--- config.mk ---
export PLATFORM = sky130hd
export DESIGN_NAME = fetch_unit
export DESIGN_NICKNAME = d
export VERILOG_FILES = /design/src/rtl/fetch_unit.sv
export SDC_FILE = /design/constraint.sdc
export NUM_CORES = 1
export LEC_CHECK = 0
export CAP_MARGIN = 20
export CELL_PAD_IN_SITES_DETAIL_PLACEMENT = 1
export CELL_PAD_IN_SITES_GLOBAL_PLACEMENT = 1
export CORE_MARGIN = 2
export CORE_UTILIZATION = 35
export DETAILED_ROUTE_END_ITERATION = 16
export GPL_TIMING_DRIVEN = 0
export MAX_ROUTING_LAYER = met4
export PLACE_DENSITY = 0.64
export RECOVER_POWER = 50
export SLEW_MARGIN = 40
export SYNTH_ARGS = -nofsm -noshare
export SYNTH_HDL_FRONTEND = slang
export SYNTH_SLANG_ARGS = --single-unit
--- constraint.sdc ---
create_clock -name clk -period 5.3 [get_ports clk]
set_input_delay 0.53 -clock clk [delete_from_list [all_inputs] [get_ports clk]]
set_output_delay 0.53 -clock clk [all_outputs]
set_load 0.005 [all_outputs]
--- src/rtl/fetch_unit.sv ---
// Dual-wide fetch stage: PC pair generation, credit-gated ROM reads, fetch queue, redirect flush.
// Optional performance counters are built when FETCH_PERF_EN is defined.
module fetch_unit #(
  parameter int unsigned     XLEN     = 32,
  parameter int unsigned     FQ_DEPTH = 8,
  parameter logic [XLEN-1:0] RESET_PC = '0
) (
  input  logic                 clk,
  input  logic                 reset_n,
  output logic                 imem_ren,
  output logic [XLEN-1:0]      imem_addr0,
  output logic [XLEN-1:0]      imem_addr1,
  input  logic                 imem_valid,
  input  logic [XLEN-1:0]      imem_rdata0,
  input  logic [XLEN-1:0]      imem_rdata1,
  input  logic [1:0][XLEN-1:0] imem_pc,
  input  logic                 redirect_valid,
  input  logic [XLEN-1:0]      redirect_pc,
  output logic [1:0]           dec_valid,
  output logic [1:0][XLEN-1:0] dec_instr,
  output logic [1:0][XLEN-1:0] dec_pc,
  input  logic                 dec_ready
`ifdef FETCH_PERF_EN
  ,
  output logic [31:0]          perf_fetched,
  output logic [31:0]          perf_stall,
  output logic [15:0]          perf_flush
`endif
);

  localparam int unsigned PW = $clog2(FQ_DEPTH);
  localparam int unsigned CW = PW + 1;
  localparam int unsigned SW = CW + 1;

  logic [XLEN-1:0] pc_q;
  logic [CW-1:0]   count_q;
  logic [PW-1:0]   rd_ptr_q;
  logic [PW-1:0]   wr_ptr_q;
  logic            inflight_q;
  logic            drop_q;

  logic [XLEN-1:0] fq_pc    [FQ_DEPTH];
  logic [XLEN-1:0] fq_instr [FQ_DEPTH];

  logic [SW-1:0]   credit_c;
  logic            credit_ok_c;
  logic            issue_c;
  logic            accept_c;
  logic [CW-1:0]   pop_c;
  logic [CW-1:0]   count_next_c;
  logic [PW-1:0]   rd_ptr_p1_c;
  logic [PW-1:0]   wr_ptr_p1_c;

  // Credit check, response qualification and decode-side presentation
  always_comb begin
    credit_c     = SW'(count_q) + (inflight_q ? SW'(2) : SW'(0)) + SW'(2);
    credit_ok_c  = (credit_c <= SW'(FQ_DEPTH));
    issue_c      = reset_n && !redirect_valid && credit_ok_c;
    // imem_valid is only meaningful in the cycle right after an issue
    accept_c     = inflight_q && imem_valid && !drop_q && !redirect_valid;
    rd_ptr_p1_c  = rd_ptr_q + PW'(1);
    wr_ptr_p1_c  = wr_ptr_q + PW'(1);
    dec_valid    = 2'b00;
    if (!redirect_valid) begin
      dec_valid = {count_q >= CW'(2), count_q >= CW'(1)};
    end
    pop_c        = '0;
    if (dec_ready) begin
      pop_c = CW'(dec_valid[0]) + CW'(dec_valid[1]);
    end
    count_next_c = count_q + (accept_c ? CW'(2) : CW'(0)) - pop_c;
    dec_pc[0]    = fq_pc[rd_ptr_q];
    dec_pc[1]    = fq_pc[rd_ptr_p1_c];
    dec_instr[0] = fq_instr[rd_ptr_q];
    dec_instr[1] = fq_instr[rd_ptr_p1_c];
  end

  assign imem_ren   = issue_c;
  assign imem_addr0 = pc_q;
  assign imem_addr1 = pc_q + XLEN'(4);

  // PC, queue pointers and request tracking
  always_ff @(posedge clk or negedge reset_n) begin
    if (!reset_n) begin
      pc_q       <= RESET_PC;
      count_q    <= '0;
      rd_ptr_q   <= '0;
      wr_ptr_q   <= '0;
      inflight_q <= 1'b0;
      drop_q     <= 1'b0;
    end else if (redirect_valid) begin
      pc_q       <= redirect_pc & ~XLEN'(3);
      count_q    <= '0;
      rd_ptr_q   <= '0;
      wr_ptr_q   <= '0;
      inflight_q <= 1'b0;
      drop_q     <= inflight_q;
    end else begin
      if (issue_c) begin
        pc_q <= pc_q + XLEN'(8);
      end
      if (accept_c) begin
        wr_ptr_q <= wr_ptr_q + PW'(2);
      end
      rd_ptr_q   <= rd_ptr_q + PW'(pop_c);
      count_q    <= count_next_c;
      inflight_q <= issue_c;
      drop_q     <= 1'b0;
    end
  end

  // Queue storage carries no reset; dec_valid masks stale entries
  always_ff @(posedge clk) begin
    if (accept_c) begin
      fq_pc[wr_ptr_q]       <= imem_pc[0];
      fq_instr[wr_ptr_q]    <= imem_rdata0;
      fq_pc[wr_ptr_p1_c]    <= imem_pc[1];
      fq_instr[wr_ptr_p1_c] <= imem_rdata1;
    end
  end

`ifdef FETCH_PERF_EN
  // Saturating event counters
  always_ff @(posedge clk or negedge reset_n) begin
    if (!reset_n) begin
      perf_fetched <= '0;
      perf_stall   <= '0;
      perf_flush   <= '0;
    end else begin
      if (accept_c) begin
        perf_fetched <= (perf_fetched > 32'hFFFF_FFFD) ? 32'hFFFF_FFFF : perf_fetched + 32'd2;
      end
      if (!redirect_valid && !credit_ok_c && (perf_stall != 32'hFFFF_FFFF)) begin
        perf_stall <= perf_stall + 32'd1;
      end
      if (redirect_valid && (perf_flush != 16'hFFFF)) begin
        perf_flush <= perf_flush + 16'd1;
      end
    end
  end
`endif

  a_resp_missing: assert property (@(posedge clk) disable iff (!reset_n)
    inflight_q |-> imem_valid);
  a_overflow: assert property (@(posedge clk) disable iff (!reset_n)
    !redirect_valid |-> (SW'(count_q) + (accept_c ? SW'(2) : SW'(0)) <= SW'(FQ_DEPTH) + SW'(pop_c)));
  a_underflow: assert property (@(posedge clk) disable iff (!reset_n)
    pop_c <= count_q);

endmodule

==> results.py <==
metrics = {
    "clock_tree": {
        "post-cts-setup-buffers": 0,
        "worst_skew_pair.late_latency_ns": 0.62,
        "clock_tree.buffer_depth": 3,
        "clock_sinks": 553,
        "clk_pin_slew_worst_paths_ns": 0.06,
        "holdBufCountCts": 1,
        "tritoncts": "built",
        "cts_resized": 0,
        "cts-htree-levels": 3,
        "inserted_clock_buffers": 66,
        "ctsRootBufferMaster": "sky130_fd_sc_hd__clkbuf_16",
    },
    "grt": {
        "grt_max_degree": 47,
        "grt_pass1_vias": 19690,
        "grt-ovfl-total": 0,
        "wire_length_of_the_first_global_routing_pass_mm": 137.2,
        "number_of_antenna_violations_at_the_first_check_in_global_routing": 27,
        "total_routing_usage_gr_pct": 22.89,
    },
    "synth": {
        "synth_seq_area_share_pct": 56.21,
        "synth_flop_cell": "sky130_fd_sc_hd__edfxtp_1",
        "synth_xor_xnor_area_share_pct": 1.801,
        "synth.cell_area_um2": 29180,
        "synth_top_family_by_area": "multiplexers",
        "synth-compound-area-share_pct": 0.5832,
        "ranking_of_synthesized_cells_by_area": "sky130_fd_sc_hd__edfxtp_1 (53%), sky130_fd_sc_hd__mux4_2 (20%), sky130_fd_sc_hd__mux2_2 (15%)",
        "post-synth-top-count-cell": "sky130_fd_sc_hd__edfxtp_1",
        "synth.largest_area_cell": "sky130_fd_sc_hd__edfxtp_1",
        "synth_top_cells_by_count": "sky130_fd_sc_hd__edfxtp_1 (512), sky130_fd_sc_hd__mux2_2 (384), sky130_fd_sc_hd__mux4_2 (256)",
        "synthDominantCellAreaShare_pct": 52.70,
        "post_synth_inst_count": 1666,
        "synth.area.mux_share_pct": 34.65,
        "synth_seq_cells": 553,
        "synth_adder_area_share_pct": 0.9349,
        "yosysWarningCount": 0,
        "synth_area_in_simple_gates_pct": 2.706,
        "postSynth.asyncResetShare_pct": 7.414,
        "syn_avg_cell_area_um2": 17.51,
        "synth_cell_type_count": 42,
        "synth-edff-count": 512,
    },
    "routing": {
        "detailedRoute.firstIterationViolations": 1193,
        "route.antenna.remaining_nets": 0,
        "routed_via_density": 5.514,
        "routed_wl_mm": 95.65,
        "drc_errors": 0,
        "detailroute.via_count": 17930,
        "wl_per_cell_um": 29.41,
        "drtPass1Iterations": 5,
    },
    "sta": {
        "report.final.hold_viol_count": 0,
        "finalCriticalPeriod_ns": 4.767,
        "fmax_mhz": 209.8,
        "setup_total_negative_slack_ns": 0,
        "post-route-period-util_pct": 89.94,
        "setup_repair_after_global_routing_missed_its_margin": "false",
        "slew_headroom_pct": -16.95,
        "timing.final.setup_violations": 0,
        "worst_pin_slew_ns": 1.752,
        "finalClockSkew_ns": 0.01762,
        "finalMaxSlewViolations": 67,
    },
    "setup_path": {
        "critical_path.n_buffers_inverters": 5,
        "timing.critical_path.to_type": "primary output",
        "cpLargestDelayFamily": "buffers and inverters",
        "critical_path.slowest_cell": "sky130_fd_sc_hd__clkbuf_1",
        "worst-setup-path-type": "flip-flop to primary output",
        "max_stage_delay_ns": 0.63,
        "cp_data_required_time_ns": 4.77,
        "cells_on_worst_reg2reg_path": 5,
        "critical_path_cell_count": 7,
        "cp_cell_sequence": "clkbuf_1 > buf_2 > clkbuf_1 > buf_2 > mux4_2 > mux2_2 > clkdlybuf4s50_1",
        "crit_path_dat_ns": 4.24,
        "worst_setup_start_kind": "flip-flop",
        "critical_path.max_fanout": 10,
    },
    "final_layout": {
        "area_growth_syn_to_layout_pct": 24.99,
        "design.final.nets": 2290,
        "final_core_util_pct": 44.27,
        "drive_gt1_share_pct": 38.13,
    },
    "die": {
        "ios": 360,
        "core_region_area_um2": 82370,
        "die_area_um2": 85690,
        "die_h_um": 292.7,
        "initial_core_util_pct": 35.42,
        "row_count": 105,
        "die-width_um": 292.7,
    },
    "job": {
        "timing.max_cap.violations": 3,
    },
    "run_status": {
        "violations": "max-capacitance violations, max-slew violations",
        "status": "finished, violations left",
    },
    "place": {
        "io_buffers": 353,
        "place.gp.congestion": 0.8137,
        "dp_hpwl_mm": 64.16,
    },
    "min_path": {
        "min_path_type": "primary input to asynchronous set/reset pin",
    },
    "pwr": {
        "power.density_cell_area_nw_per_um2": 420.7,
        "power.static_leakage_nw": 11.79,
        "vdd_drop_max_v": 0.0002406,
    },
}
## area by class of cell
| type | count | area, µm² |
|---|---|---|
| fill | 7972 | 45910 |
| sequential | 553 | 16400 |
| clock buffer | 84 | 1750 |
| clock inverter | 35 | 302.8 |
| multi-input combinational | 904 | 11860 |
| inverter | 23 | 131.4 |
| buffer | 189 | 824.5 |
| antenna | 26 | 65.06 |
| timing repair buffer | 368 | 3789 |
| tap | 1070 | 1339 |
## power breakdown
part | switching, mW | internal (mW) | leakage (nW)
Combinational | 2.74 | 3.27 | 5.68
Clock | 1.90 | 2.47 | 0.991
Sequential | 0.0883 | 4.88 | 5.12
## flip-flops by register name (all words and copies together), names as in the netlist
signal	cells
wr_ptr_q	2
fq_pc	256
rd_ptr_q	3
imem_addr0	30
inflight_q	1
count_q	4
fq_instr	256
drop_q	1
## path summary, 6_finish.rpt
kind | from | endpoint | slack (ns)
hold reg to reg | inflight_q | drop_q | 0.55
setup reg to reg | drop_q | fq_instr[6][31] | 0.63
hold / removal | reset_n | imem_addr0[18] | 0.40
min in group clk | redirect_pc[28] | imem_addr0[28] | 0.48
max in group asynchronous | reset_n | imem_addr0[7] | 4.33
setup / recovery | rd_ptr_q[0] | dec_instr[33] | 0.53
## metal layers
layer / wire length, µm / track usage (%) / up-vias
met1: 38960 / 27.98 / 9563
met3: 6013 / 5.334 / 138
li1: - / - / 7640
met5: 0 / - / -
met2: 48650 / 38.29 / 589
met4: 2027 / 5.891 / 0
## layout by cell type, fill, tap and decap left out, drive strengths merged, types with 4 or more instances in the layout
cell           instances
o21ai                 30
nand2                 45
clkinv                28
ha                    17
nand4                 11
mux4                 256
dfrtp                 41
inv                   25
buf                   68
edfxtp               512
nor4                   9
xnor2                 39
clkdlybuf4s50        253
nand3                 12
xor2                  21
dlygate4sd3          100
and4                   8
mux2                 384
clkbuf               219
and3                   4
diode                 26
nor3                  14
nor2                  28
conb                   4
## per-stage QoR
step	total power, mW	hold slack [ns]	setup WS, ns	instances	instance area [µm²]
final	15.34	0.4011	0.5330	3252	36470
after global routing	15.99	0.4176	0.2805	3247	36450
after CTS	15.58	0.2602	0.4542	3223	36490
after detailed placement	11.16	0.3607	1.139	3103	34430
after global placement	11.09	0.5116	-1.161	3092	34060
after floorplan	8.436	0.2344	2.118	1669	29190
## cells by family after synthesis
logic type               count (synthesis)
flip-flops                             553
buffers and inverters                  212
AO/OA/AOI/OAI                           33
XOR/XNOR                                60
other                                    1
multiplexers                           642
adder cells (fa/ha/maj)                 20
AND/OR/NAND/NOR                        145
(Power assumes the default switching activity.)
